`src/rtl/axi_rr_arbiter.sv`:
```
// ---------------------------------------------------------------------------
// axi_rr_arbiter
//
// N-master request arbiter in front of the single AXI bridge request port.
// The read and write channels are independent. Each channel has its own
// IDLE/BUSY grant FSM, its own round-robin pointer (or fixed priority), and
// its own burst-beat counter. The counter raises a sticky error when `last`
// arrives early or late relative to the latched burst length.
//
// Ports (N = NUM_MASTERS, DW = AXI_DATA_WIDTH, AW = AXI_ADDR_WIDTH):
//   clk, rst                       clock, synchronous active-high reset
//   m_r_valid/addr/len/size        per-master read requests (packed, master i
//                                  at [i*W +: W])
//   m_r_ready/last                 bridge read beat/last, granted master only
//   m_r_data                       bridge read data, zero when no read grant
//   m_w_valid/addr/data/len/size   per-master write requests (packed)
//   m_w_ready/last                 bridge write beat/last, granted master only
//   r_*_o, w_*_o                   request fields of the granted master
//   r_ready_i/r_last_i/r_data_i    read beat from the bridge
//   w_ready_i/w_last_i             write beat/last from the bridge
//   rd_grant_o, wr_grant_o         one-hot current grant, 0 when idle
//   rd_err_o, wr_err_o             sticky burst-length mismatch flags
// ---------------------------------------------------------------------------

// One arbitration channel. It carries an opaque per-master payload plus the
// burst length, which it latches for beat checking.
module axi_rr_chan #(
    parameter int N       = 3,
    parameter int PW      = 8,
    parameter int RR_MODE = 1
) (
    input  logic            clk,
    input  logic            rst,
    input  logic [N-1:0]    req_valid,
    input  logic [N*8-1:0]  req_len,
    input  logic [N*PW-1:0] req_payload,
    input  logic            ready_i,
    input  logic            last_i,
    output logic            valid_o,
    output logic [7:0]      len_o,
    output logic [PW-1:0]   payload_o,
    output logic [N-1:0]    grant_o,
    output logic [N-1:0]    beat_ready_o,
    output logic [N-1:0]    beat_last_o,
    output logic            err_o
);
    localparam int IW = $clog2(N);

    typedef enum logic {IDLE, BUSY} state_t;

    state_t        state_q, state_d;
    logic [N-1:0]  grant_q, grant_d;
    logic [IW-1:0] win_q, win_d, ptr_q, ptr_d, sel_idx;
    logic [7:0]    len_q, len_d, cnt_q, cnt_d, sel_len;
    logic          err_q, err_d, sel_found;

    // Winner search: start at ptr (round-robin) or 0 (fixed), wrap upward.
    always_comb begin
        sel_idx   = '0;
        sel_len   = '0;
        sel_found = 1'b0;
        for (int k = 0; k < N; k++) begin
            int idx;
            idx = ((RR_MODE != 0) ? int'(ptr_q) : 0) + k;
            if (idx >= N) idx = idx - N;
            if (!sel_found && req_valid[idx]) begin
                sel_found = 1'b1;
                sel_idx   = idx[IW-1:0];
                sel_len   = req_len[idx*8 +: 8];
            end
        end
    end

    always_comb begin
        // NOTE: every variable gets a default first, so no path leaves one
        // unassigned and no latch is inferred.
        state_d = state_q;
        grant_d = grant_q;
        win_d   = win_q;
        ptr_d   = ptr_q;
        len_d   = len_q;
        cnt_d   = cnt_q;
        err_d   = err_q;
        case (state_q)
            IDLE: begin
                if (sel_found) begin
                    state_d          = BUSY;
                    grant_d          = '0;
                    grant_d[sel_idx] = 1'b1;
                    win_d            = sel_idx;
                    len_d            = sel_len;
                    cnt_d            = '0;
                end
            end
            BUSY: begin
                if (ready_i) begin
                    if (cnt_q != 8'hFF) cnt_d = cnt_q + 8'd1;
                    if (last_i) begin
                        // Beat index of the last beat must equal beats-1.
                        if (cnt_q != len_q) err_d = 1'b1;
                        state_d = IDLE;
                        grant_d = '0;
                        if (RR_MODE != 0)
                            ptr_d = (win_q == IW'(N - 1)) ? '0 : win_q + 1'b1;
                    end else if (cnt_q == len_q) begin
                        // This beat pushes the count to len+1 with no last.
                        err_d = 1'b1;
                    end
                end else if (cnt_q == 8'd0 && !(|(req_valid & grant_q))) begin
                    // Requester withdrew before any beat: release, keep ptr.
                    state_d = IDLE;
                    grant_d = '0;
                end
            end
            default: state_d = IDLE;
        endcase
    end

    always_ff @(posedge clk) begin
        // NOTE: state registers use non-blocking assignments so every flop
        // samples the pre-edge values of the others.
        if (rst) begin
            state_q <= IDLE;
            grant_q <= '0;
            win_q   <= '0;
            ptr_q   <= '0;
            len_q   <= '0;
            cnt_q   <= '0;
            err_q   <= 1'b0;
        end else begin
            state_q <= state_d;
            grant_q <= grant_d;
            win_q   <= win_d;
            ptr_q   <= ptr_d;
            len_q   <= len_d;
            cnt_q   <= cnt_d;
            err_q   <= err_d;
        end
    end

    // Grant is one-hot or zero, so the mux collapses to zero when idle.
    always_comb begin
        payload_o = '0;
        len_o     = '0;
        for (int i = 0; i < N; i++) begin
            if (grant_q[i]) begin
                payload_o = req_payload[i*PW +: PW];
                len_o     = req_len[i*8 +: 8];
            end
        end
    end

    assign valid_o      = |(req_valid & grant_q);
    assign grant_o      = grant_q;
    assign beat_ready_o = grant_q & {N{ready_i}};
    assign beat_last_o  = grant_q & {N{last_i}};
    assign err_o        = err_q;
endmodule

module axi_rr_arbiter #(
    parameter int NUM_MASTERS    = 3,
    parameter int AXI_DATA_WIDTH = 64,
    parameter int AXI_ADDR_WIDTH = 32,
    parameter int RR_MODE        = 1
) (
    input  logic                                clk,
    input  logic                                rst,
    input  logic [NUM_MASTERS-1:0]              m_r_valid,
    input  logic [NUM_MASTERS*AXI_ADDR_WIDTH-1:0] m_r_addr,
    input  logic [NUM_MASTERS*8-1:0]            m_r_len,
    input  logic [NUM_MASTERS*8-1:0]            m_r_size,
    output logic [NUM_MASTERS-1:0]              m_r_ready,
    output logic [NUM_MASTERS-1:0]              m_r_last,
    output logic [AXI_DATA_WIDTH-1:0]           m_r_data,
    input  logic [NUM_MASTERS-1:0]              m_w_valid,
    input  logic [NUM_MASTERS*AXI_ADDR_WIDTH-1:0] m_w_addr,
    input  logic [NUM_MASTERS*AXI_DATA_WIDTH-1:0] m_w_data,
    input  logic [NUM_MASTERS*8-1:0]            m_w_len,
    input  logic [NUM_MASTERS*8-1:0]            m_w_size,
    output logic [NUM_MASTERS-1:0]              m_w_ready,
    output logic [NUM_MASTERS-1:0]              m_w_last,
    output logic                                r_valid_o,
    output logic [AXI_ADDR_WIDTH-1:0]           r_addr_o,
    output logic [7:0]                          r_len_o,
    output logic [7:0]                          r_size_o,
    input  logic                                r_ready_i,
    input  logic                                r_last_i,
    input  logic [AXI_DATA_WIDTH-1:0]           r_data_i,
    output logic                                w_valid_o,
    output logic [AXI_ADDR_WIDTH-1:0]           w_addr_o,
    output logic [AXI_DATA_WIDTH-1:0]           w_data_o,
    output logic [7:0]                          w_len_o,
    output logic [7:0]                          w_size_o,
    input  logic                                w_ready_i,
    input  logic                                w_last_i,
    output logic [NUM_MASTERS-1:0]              rd_grant_o,
    output logic [NUM_MASTERS-1:0]              wr_grant_o,
    output logic                                rd_err_o,
    output logic                                wr_err_o
);
    localparam int N   = NUM_MASTERS;
    localparam int AW  = AXI_ADDR_WIDTH;
    localparam int DW  = AXI_DATA_WIDTH;
    localparam int RPW = AW + 8;       // {size, addr}
    localparam int WPW = AW + DW + 8;  // {size, data, addr}

    logic [N*RPW-1:0] r_payload;
    logic [N*WPW-1:0] w_payload;
    logic [RPW-1:0]   r_payload_sel;
    logic [WPW-1:0]   w_payload_sel;

    always_comb begin
        r_payload = '0;
        w_payload = '0;
        for (int i = 0; i < N; i++) begin
            r_payload[i*RPW +: RPW] = {m_r_size[i*8 +: 8], m_r_addr[i*AW +: AW]};
            w_payload[i*WPW +: WPW] = {m_w_size[i*8 +: 8], m_w_data[i*DW +: DW],
                                       m_w_addr[i*AW +: AW]};
        end
    end

    axi_rr_chan #(.N(N), .PW(RPW), .RR_MODE(RR_MODE)) u_rd (
        .clk          (clk),
        .rst          (rst),
        .req_valid    (m_r_valid),
        .req_len      (m_r_len),
        .req_payload  (r_payload),
        .ready_i      (r_ready_i),
        .last_i       (r_last_i),
        .valid_o      (r_valid_o),
        .len_o        (r_len_o),
        .payload_o    (r_payload_sel),
        .grant_o      (rd_grant_o),
        .beat_ready_o (m_r_ready),
        .beat_last_o  (m_r_last),
        .err_o        (rd_err_o)
    );

    axi_rr_chan #(.N(N), .PW(WPW), .RR_MODE(RR_MODE)) u_wr (
        .clk          (clk),
        .rst          (rst),
        .req_valid    (m_w_valid),
        .req_len      (m_w_len),
        .req_payload  (w_payload),
        .ready_i      (w_ready_i),
        .last_i       (w_last_i),
        .valid_o      (w_valid_o),
        .len_o        (w_len_o),
        .payload_o    (w_payload_sel),
        .grant_o      (wr_grant_o),
        .beat_ready_o (m_w_ready),
        .beat_last_o  (m_w_last),
        .err_o        (wr_err_o)
    );

    assign r_addr_o = r_payload_sel[AW-1:0];
    assign r_size_o = r_payload_sel[AW +: 8];
    assign w_addr_o = w_payload_sel[AW-1:0];
    assign w_data_o = w_payload_sel[AW +: DW];
    assign w_size_o = w_payload_sel[AW+DW +: 8];

    // Read data is shared by all masters; zero it whenever nobody owns it.
    assign m_r_data = (|rd_grant_o) ? r_data_i : '0;
endmodule

```
`config.mk`:
```
export PLATFORM = sky130hd
export DESIGN_NAME = axi_rr_arbiter
export DESIGN_NICKNAME = d
export VERILOG_FILES = /design/src/rtl/axi_rr_arbiter.sv
export SDC_FILE = /design/constraint.sdc
export NUM_CORES = 1
export LEC_CHECK = 0
export CORE_AREA = 4 4 313 315
export DETAILED_ROUTE_END_ITERATION = 10
export DIE_AREA = 0 0 317 319
export DONT_BUFFER_PORTS = 1
export SLEW_MARGIN = 20
export SYNTH_ARGS = -nofsm -noshare
export SYNTH_HDL_FRONTEND = slang
export SYNTH_SLANG_ARGS = --single-unit
```
`constraint.sdc`:
```
create_clock -name clk -period 3.05 [get_ports clk]
set_input_delay 0.61 -clock clk [delete_from_list [all_inputs] [get_ports clk]]
set_output_delay 0.61 -clock clk [all_outputs]
set_load 0.01 [all_outputs]
```
==> impl_metrics.tcl <==
set metrics [dict create \
    hold_buffers 0 \
    portBuffers 0 \
    drt_first_pass_iters 6 \
    final.setup.tns_ns 0 \
    p_int_mw 1.774 \
    finalPower_mw 3.451 \
    async_flop_share 0 \
    routed_via_density 3.845 \
    synthDistinctLibCells 66 \
    final_common_cell "nand2_1" \
    cp.required_ns 2.44 \
    numCtsBuffers 5 \
    area_growth_pct 32.05 \
    switching_share 0.4860 \
    finalCriticalPeriod_ns 2.807 \
    drv_slew 0 \
    hold_viol_final 0 \
    ys_warn_count 0 \
    post_cts_buffers 0 \
    vias 9463 \
    ys_dominant_reg_cell "dfxtp_1" \
    wl_per_cell_microns 24.52 \
    core_sq_um 94870 \
    clk_pin_slew_worst_paths_ns 0.07 \
    power.switching_mw 1.677 \
    slowest_delay_ns 0.53 \
    tightest_slew_ns 0.7463 \
    crit_path_max_fanout 68 \
    synth.cell_area_sq_um 7543 \
    rows 113 \
    synth_cells 1154 \
    max_cap_violations 0 \
    critPathLaunchType "register" \
    clockBufferDepth 2 \
    clock_sinks 50 \
    max_freq_mhz 356.2 \
    p_clk_frac 0.177 \
    fill_cells 10990 \
    crit_slowest_cell "dfxtp_4" \
    final_cell_mix "nand2_1, o21ai_0, a22oi_1, buf_4, nor2b_1" \
    clock_latency_ns 0.30 \
    outcome "complete, no violations" \
    grt_first_pass_wirelength_microns 75870 \
    synth_edf_count 0 \
    cts_max_level 2 \
    drtAntennaViolNets 0 \
    cp-end-kind "output pin" \
    chipHeight_microns 319 \
    worstSetupPathType "register to output pin" \
    p_comb_frac 0.591 \
    hpwlAfterDp_microns 53690 \
    grt_max_degree 107 \
    setup_violations 0 \
    syn_area_per_cell_sq_um 6.537 \
    ioPinCount 802 \
    fp.dieW_microns 317 \
    p_seq_frac 0.232 \
    p_per_area_nw_per_um2 346.5 \
    start_util 0.07951 \
    die_area_sq_um 101100 \
    cts_resized 0 \
    grt.overflow.total 0 \
    ys_seq_elements 50 \
    cp_top_family "compound AO/OA/AOI/OAI gates" \
    post-route-period-util 0.9204 \
    rsz0062_at_grt "false" \
    leakage_nw 2.824 \
    synth_fp_nets 1726 \
    drc_errors 0 \
    routed_wl_microns 60350 \
    finalHoldWorstSlack_ns 0.3883 \
    path_buf_inv 2 \
    drt-initial-drc-count 717 \
    path_cells "nor2b_4 -> buf_12 -> a22oi_1 -> o21ai_0 -> buf_4" \
    antenna_found_initial 27 \
    cts-root-buf "clkbuf_16" \
    skew_ns 0.006840 \
    tritoncts "yes" \
    ir_worst_vdd_mv 0.2862 \
    nets 1748 \
    drive_above_1_share 0.1410 \
    grt.total_usage 0.1092 \
    gp_congestion 0.9243 \
    max_slew_margin 0.5024 \
    ys_seq_area_frac 0.1327 \
    grt_pass1_vias 8768 \
    cp_data_arrival_time_ns 2.20 \
    hp-class "input port to register" \
]
==> cells by family after synthesis <==
group	Yosys count	synth area share
AO/OA/AOI/OAI	472	0.4163
flip-flops	50	0.1327
AND/OR/NAND/NOR	405	0.2491
multiplexers	55	0.07580
XOR/XNOR	28	0.03251
buffers and inverters	128	0.06701
adder cells (fa/ha/maj)	16	0.02654
==> stage by stage <==
| step | cell area [sq um] | cells | setup WS, ns | utilization |
|---|---|---|---|---|
| finish | 9961 | 2461 | 0.2428 | 0.1050 |
| global route | 9943 | 2454 | 0.07927 | 0.1048 |
| CTS | 9913 | 2442 | 0.2119 | 0.1045 |
| detailed placement | 9752 | 2434 | 0.4102 | 0.1028 |
| global placement | 9752 | 2434 | 0.4377 | 0.1028 |
| floorplan | 7543 | 1154 | 0.7749 | - |
==> flip-flops by register name, summed over array words and instances, names as in the netlist <==
signal,cells
u_rd.cnt_q,8
u_rd.len_q,8
u_wr.cnt_q,8
u_wr.len_q,8
u_rd.grant_o,3
u_wr.grant_o,3
u_rd.ptr_q,2
u_rd.win_q,2
u_wr.ptr_q,2
u_wr.win_q,2
u_rd.err_o,1
u_rd.state_q,1
u_wr.err_o,1
u_wr.state_q,1
==> final cells by class <==
type,instances,area (sq um),share of cell area
Antenna cell,19,47.55,0.004773
Clock buffer,7,153.9,0.01545
Clock inverter,1,7.507,0.0007537
Inverter,16,60.06,0.006029
Multi-Input combinational cell,976,6057,0.6081
Sequential cell,50,1011,0.1015
Tap cell,1265,1583,0.1589
Timing Repair Buffer,127,1041,0.1045
==> power by group through the flow <==
stage	clock, mW	sequential (mW)	combinational (mW)
2_1_floorplan	0	0.756	1.22
3_3_place_gp	0	0.816	2.05
3_5_place_dp	0	0.817	2.07
4_1_cts	0.631	0.802	2.07
5_1_grt	0.663	0.814	2.22
6_report	0.609	0.802	2.04
==> worst paths after layout <==
kind | startpoint | to | slack [ns] | cells after the start
worst max-delay path | u_wr.grant_o[1] | w_data_o[5] | 0.24 | 5
worst min-delay path | rst | u_rd.err_o | 0.39 | 1
worst max register to register | u_wr.ptr_q[1] | u_wr.len_q[0] | 0.32 | 8
worst min register to register | u_rd.win_q[1] | u_rd.win_q[1] | 0.48 | 2
==> worst reg2reg max path: stages (launching register included) <==
cell and delay [ns]:
dfxtp_1 0.51, inv_1 0.14, ha_1 0.39, buf_4 0.35, nand3_1 0.16, o21a_1 0.22, a31oi_1 0.33, nor2_1 0.16
a221o_1 0.36
==> synthesized netlist by cell type, types with 15 or more instances <==
| cell type | number | area (sq um) |
|---|---|---|
| nand2_1 | 209 | 784.5 |
| o21ai_0 | 189 | 945.9 |
| a22oi_1 | 170 | 1276 |
| clkbuf_1 | 89 | 334.1 |
| nor2b_1 | 73 | 456.7 |
| dfxtp_1 | 50 | 1001 |
| nor2_1 | 49 | 183.9 |
| mux2i_1 | 44 | 440.4 |
| xnor2_1 | 24 | 210.2 |
| a21oi_1 | 23 | 115.1 |
| ha_1 | 16 | 200.2 |
| and2_1 | 15 | 93.84 |
| inv_1 | 15 | 56.30 |
| nand3_1 | 15 | 75.07 |
==> layer usage <==
metal  share of wire  up-vias  GRT usage
li1                -     4308          -
met1            0.38     4509     0.1216
met2            0.51      575     0.1988
met3           0.083       59    0.03305
met4           0.026       12    0.03167
met5          0.0013        -          0
Power figures use the tool's default switching activity.
